<file path="src/rtl/fifo_rr_scheduler.sv">
// Round-robin read scheduler: drains NUM_FIFOS source FIFOs into one shared
// downstream FIFO, loads almost-full/almost-empty thresholds into all FIFOs,
// and latches FIFO errors until reset.
//
// state  | meaning
// RESET  | held in reset, thresholds at reset defaults
// INIT   | one cycle, load umb_* thresholds from the inputs
// IDLE   | waiting for a non-empty source (or an init request)
// ACTIVE | issuing round-robin pops and forwarding popped words
// ERROR  | sticky fault, datapath halted until reset
module fifo_rr_scheduler #(
  parameter int NUM_FIFOS  = 4,
  parameter int DATA_SIZE  = 4,
  parameter int UMB_AF_RST = 6,
  parameter int UMB_AE_RST = 2
) (
  input  logic                           clk,
  input  logic                           reset,
  input  logic                           init,
  input  logic [DATA_SIZE-1:0]           umb_af_in,
  input  logic [DATA_SIZE-1:0]           umb_ae_in,
  input  logic [NUM_FIFOS-1:0]           fifo_empty,
  input  logic [NUM_FIFOS-1:0]           fifo_error,
  input  logic [NUM_FIFOS*DATA_SIZE-1:0] fifo_data,
  input  logic                           out_almost_full,
  input  logic                           out_full,
  output logic [NUM_FIFOS-1:0]           pop,
  output logic                           push,
  output logic [DATA_SIZE-1:0]           data_out,
  output logic [DATA_SIZE-1:0]           umb_almost_full,
  output logic [DATA_SIZE-1:0]           umb_almost_empty,
  output logic [2:0]                     state,
  output logic                           idle_out,
  output logic                           error_out
);

  localparam int IDX_W = (NUM_FIFOS > 1) ? $clog2(NUM_FIFOS) : 1;

  typedef enum logic [2:0] {
    S_RESET  = 3'd0,
    S_INIT   = 3'd1,
    S_IDLE   = 3'd2,
    S_ACTIVE = 3'd3,
    S_ERROR  = 3'd4
  } state_t;

  state_t               state_q;
  logic [IDX_W-1:0]     rr_ptr;
  logic [IDX_W-1:0]     pop_idx;
  logic                 s1_valid;
  logic [IDX_W-1:0]     s1_idx;

  logic [NUM_FIFOS-1:0] eligible;
  logic                 gnt_found;
  logic [IDX_W-1:0]     gnt_idx;
  logic [NUM_FIFOS-1:0] gnt_onehot;
  logic                 err_hit;
  logic [DATA_SIZE-1:0] s1_word;

  // First eligible index searching upward from last+1 with wrap; last itself is tried last.
  function automatic logic [IDX_W:0] rr_pick(input logic [NUM_FIFOS-1:0] elig,
                                             input logic [IDX_W-1:0]     last);
    logic             found;
    logic [IDX_W-1:0] idx;
    int               cand;
    found = 1'b0;
    idx   = '0;
    for (int k = 1; k <= NUM_FIFOS; k++) begin
      cand = (int'(last) + k) % NUM_FIFOS;
      if (!found && elig[cand]) begin
        found = 1'b1;
        idx   = cand[IDX_W-1:0];
      end
    end
    return {found, idx};
  endfunction

  // The FIFO being read this cycle still shows non-empty until after the edge,
  // so it is masked out to avoid popping it twice in a row (underflow).
  assign eligible   = ~fifo_empty & ~pop;
  assign {gnt_found, gnt_idx} = rr_pick(eligible, rr_ptr);
  assign gnt_onehot = {{(NUM_FIFOS-1){1'b0}}, 1'b1} << gnt_idx;

  // A word about to be pushed into a full downstream FIFO is a fault, as is any source error.
  assign err_hit    = (|fifo_error) || (s1_valid && out_full);
  assign s1_word    = fifo_data[s1_idx*DATA_SIZE +: DATA_SIZE];
  assign state      = state_q;

  // Sequencing FSM with registered outputs and the two-stage pop-to-push pipeline.
  always_ff @(posedge clk or posedge reset) begin
    if (reset) begin
      state_q          <= S_RESET;
      pop              <= '0;
      pop_idx          <= '0;
      push             <= 1'b0;
      data_out         <= '0;
      umb_almost_full  <= DATA_SIZE'(UMB_AF_RST);
      umb_almost_empty <= DATA_SIZE'(UMB_AE_RST);
      idle_out         <= 1'b0;
      error_out        <= 1'b0;
      rr_ptr           <= IDX_W'(NUM_FIFOS - 1);
      s1_valid         <= 1'b0;
      s1_idx           <= '0;
    end else begin
      pop      <= '0;
      idle_out <= 1'b0;
      // Stage 1: source buffer_out is valid the cycle after the pop.
      s1_valid <= |pop;
      s1_idx   <= pop_idx;
      // Stage 2: forward the popped word downstream.
      push     <= s1_valid;
      if (s1_valid) data_out <= s1_word;

      case (state_q)
        S_RESET: state_q <= S_INIT;
        S_INIT: begin
          umb_almost_full  <= umb_af_in;
          umb_almost_empty <= umb_ae_in;
          idle_out         <= &fifo_empty;
          state_q          <= S_IDLE;
        end
        S_IDLE: begin
          if (init) begin
            state_q <= S_INIT;
          end else if (!(&fifo_empty) && !out_almost_full) begin
            state_q <= S_ACTIVE;
            pop     <= gnt_onehot;
            pop_idx <= gnt_idx;
            rr_ptr  <= gnt_idx;
          end else begin
            idle_out <= &fifo_empty;
          end
        end
        S_ACTIVE: begin
          if (!out_almost_full && gnt_found) begin
            pop     <= gnt_onehot;
            pop_idx <= gnt_idx;
            rr_ptr  <= gnt_idx;
          end else if ((&fifo_empty) && !(|pop) && !s1_valid) begin
            state_q  <= S_IDLE;
            idle_out <= 1'b1;
          end
        end
        S_ERROR: begin
          push     <= 1'b0;
          s1_valid <= 1'b0;
        end
        default: begin
          state_q   <= S_ERROR;
          push      <= 1'b0;
          s1_valid  <= 1'b0;
          error_out <= 1'b1;
        end
      endcase

      // Fault overrides everything above; the offending word is dropped.
      if (state_q != S_RESET && err_hit) begin
        state_q   <= S_ERROR;
        pop       <= '0;
        push      <= 1'b0;
        s1_valid  <= 1'b0;
        idle_out  <= 1'b0;
        error_out <= 1'b1;
      end
    end
  end

endmodule

</file>
<file path="config.mk">
export PLATFORM = sky130hd
export DESIGN_NAME = fifo_rr_scheduler
export DESIGN_NICKNAME = d
export VERILOG_FILES = /design/src/rtl/fifo_rr_scheduler.sv
export SDC_FILE = /design/constraint.sdc
export NUM_CORES = 1
export LEC_CHECK = 0
export CORE_MARGIN = 3
export CORE_UTILIZATION = 45
export DETAILED_ROUTE_END_ITERATION = 10
export PLACE_DENSITY = 0.83
export SETUP_SLACK_MARGIN = 0.4
export SLEW_MARGIN = 30
export SYNTH_ARGS = -nofsm -noshare
export SYNTH_HDL_FRONTEND = slang
export SYNTH_SLANG_ARGS = --single-unit
</file>
<file path="constraint.sdc">
create_clock -name clk -period 3.2 [get_ports clk]
set_clock_uncertainty 0.2 [all_clocks]
set_input_delay 0.64 -clock clk [delete_from_list [all_inputs] [get_ports clk]]
set_output_delay 0.64 -clock clk [all_outputs]
set_load 0.02 [all_outputs]
</file>
==> flow_metrics.env <==
export IMPL_cts_sinks=29
export IMPL_syn_nets=144
export IMPL_tns_ps=0
export IMPL_finalCritPeriodShare=0.7529
export IMPL_max_stage_delay_ps=680
export IMPL_drt_iter0_drc=41
export IMPL_worstPathMaxFanout=11
export IMPL_finalSetupViolCount=0
export IMPL_design_area_um2=2103
export IMPL_r2r_start="state[0]$_DFFE_PP0P_"
export IMPL_grt_pass1_wl_um=5126
export IMPL_netlist_area_um2=1394
export IMPL_synth_top_area_cell="dfrtp_1"
export IMPL_grt_max_degree=30
export IMPL_insertion_delay_ps=330
export IMPL_path_cells="clkdlybuf4s50_1"
export IMPL_layout_nets=207
export IMPL_synthTopCellsByArea="dfrtp_1, mux2_2, dfstp_2, mux4_2, nor3b_2"
export IMPL_fmax_ghz=0.4151
export IMPL_drc=0
export IMPL_grt_pass1_vias=1178
export IMPL_synth_edf_count=0
export IMPL_critPathBufInv=1
export IMPL_std_cell_rows=19
export IMPL_detail_route_vias_per_cell=5.663
export IMPL_cts_buffers_inserted=5
export IMPL_diodes=0
export IMPL_synth_most_common_cell="dfrtp_1"
export IMPL_path_clk_slew_ps=90
export IMPL_startpoint_type="register"
export IMPL_ir_drop_v=0.0004110
export IMPL_end_kind="output pin"
export IMPL_cts_hold_buf=0
export IMPL_avgRoutedWirePerCell_um=16.79
export IMPL_reg2regPathDepth=2
export IMPL_cts_buffer_depth=2
export IMPL_dp_hpwl_um=2734
export IMPL_htreeDepth=2
export IMPL_cap_violations=0
export IMPL_ys_ff_latch=29
export IMPL_drive_gt1_frac=0.2398
export IMPL_status="completed"
export IMPL_synthFlopType="dfrtp_1"
export IMPL_rsz0062_at_grt="no"
export IMPL_cp_slowest_cell="clkdlybuf4s50_1"
export IMPL_yosys_warnings=0
export IMPL_postCtsSetupBuffers=0
export IMPL_cp_top_family="buffers and inverters"
export IMPL_hold_ws_ps=185.3
export IMPL_vias=1144
export IMPL_hp_start="pop_idx[1]$_DFFE_PP0P_"
export IMPL_die_y_um=61.66
export IMPL_hold_depth=0
export IMPL_drv_slew=0
export IMPL_gp_congestion=0.8135
export IMPL_ff_latch_area_um2=732.0
export IMPL_synth_common_cells="dfrtp_1, mux2_2, nand2_1"
export IMPL_coreArea_um2=2853
export IMPL_ys_seq_area_frac=0.5251
export IMPL_hp_class="reg -> reg"
export IMPL_whs_endpoint="s1_idx[1]$_DFF_PP0_"
export IMPL_synth_cells=107
export IMPL_power_uw=894.4
export IMPL_portBuffers=58
export IMPL_grt_overflow_total=0
export IMPL_cts_tree="yes"
export IMPL_dr_pass1_iters=4
export IMPL_multiInputGateArea_um2=626.9
export IMPL_dpl_cell_area_um2=2001
export IMPL_r2r_setup_slack_ps=1330
export IMPL_relSlewSlack=0.6039
export IMPL_num_io_pins=59
export IMPL_power_density_nw_per_um2=425.2
export IMPL_track_usage=0.1935
export IMPL_die_area_um2=3801
export IMPL_ant_nets=0
export IMPL_root_buffer="clkbuf_4"
export IMPL_final_cells=202
export IMPL_crit_required_ps=2360
export IMPL_dp_cells=194
export IMPL_path_class="reg -> out"
export IMPL_rr_endpoint="umb_almost_empty[2]$_DFFE_PP0P_"
export IMPL_fp_dieW_um=61.66
export IMPL_ys_types=38
export IMPL_syn2layout_area_growth_pct=50.90
export IMPL_routed_wirelength_um=3391
export IMPL_avgSynthCellArea_um2=13.03
export IMPL_ys_async_sr_fraction=1.000
export IMPL_timing_final_hold_violations=0
export IMPL_n_fill_cell=207
export IMPL_p_leak_uw=0.0008351
export IMPL_synth_top_area_share=0.4309
export IMPL_critical_path_arrival_ps=1570
export IMPL_start_util=0.4886
export IMPL_worst_pin_slew_ps=591.6
export IMPL_antenna_found_initial=0
export IMPL_ctsResizeCount=0
export IMPL_layout_min_cycle_time_ps=2409
-- per-layer routing --
metal | global-route usage | wire (um) | up-vias | share of wire
li1 | - | - | 530 | -
met1 | 0.2083 | 1262 | 549 | 0.37
met2 | 0.3393 | 1838 | 54 | 0.54
met3 | 0.06709 | 217 | 11 | 0.064
met4 | 0.08788 | 72 | 0 | 0.021
met5 | 0 | 0 | - | 0
-- how the worst max path moves through the flow --
| stage | startpoint | end | cells past startpoint |
|---|---|---|---|
| 3_5_place_dp | fifo_empty[3] | pop_idx[0]$_DFFE_PP0P_ | 5 |
| 5_1_grt | state[0]$_DFFE_PP0P_ | state[0] | 1 |
| 6_report | state[0]$_DFFE_PP0P_ | state[0] | 1 |
| 3_3_place_gp | fifo_empty[3] | pop_idx[0]$_DFFE_PP0P_ | 5 |
| 2_1_floorplan | out_almost_full | pop_idx[0]$_DFFE_PP0P_ | 3 |
| 4_1_cts | state[0]$_DFFE_PP0P_ | state[0] | 1 |
-- cells in the final DEF, fill, tap and decap left out, types with 2 or more instances in the layout --
master / netlist / layout
mux2_2: 14 / 14
o21ai_0: 2 / 2
nand3_1: 2 / 2
clkdlybuf4s50_1: 0 / 58
nor2_1: 3 / 3
nor3_1: 5 / 5
dfrtp_1: 24 / 24
dfstp_2: 5 / 5
and2_1: 2 / 2
nor3b_2: 3 / 3
a21oi_1: 3 / 3
mux2i_1: 2 / 2
nand2_1: 6 / 6
o22ai_1: 2 / 2
bufinv_16: 0 / 2
clkbuf_4: 0 / 5
nor3b_1: 2 / 2
nor4_1: 2 / 2
a211o_1: 2 / 2
mux4_2: 4 / 4
inv_1: 4 / 4
-- cell families after synthesis --
kind of cell | after synthesis | synth area share
simple gates | 33 | 0.1589
flops | 29 | 0.5251
mux | 20 | 0.1921
compound gates | 17 | 0.09157
buf+inv | 7 | 0.02512
fa+ha+maj | 1 | 0.007182
-- metrics by stage --
stage | util | setup slack [ps]
finish | 0.7373 | 790.8
CTS | 0.7373 | 781.9
floorplan | - | 1281
detailed placement | 0.7013 | 651.3
global route | 0.7373 | 712.1
global placement | 0.7013 | 764.5
-- power breakdown --
group	internal, uW	switching (uW)	total, uW
clock	242	128	370
sequential	383	8.40	391
combinational	80.4	52.7	133
-- layout make-up --
type / count / area share
inverters: 4 / 0.007139
multi-input cells: 71 / 0.2980
flip-flops and latches: 29 / 0.3480
repair buffers: 59 / 0.2796
well taps: 31 / 0.01844
clock inverters: 3 / 0.03093
clock buffers: 5 / 0.01785
-- registers in the layout, summed over array words and instances, names as in the netlist, 2 cells and up --
name and cells:
data_out 4, pop 4, pop_idx 2, rr_ptr 2, s1_idx 2, state 3
umb_almost_empty 4, umb_almost_full 4
(Power assumes the default switching activity.)
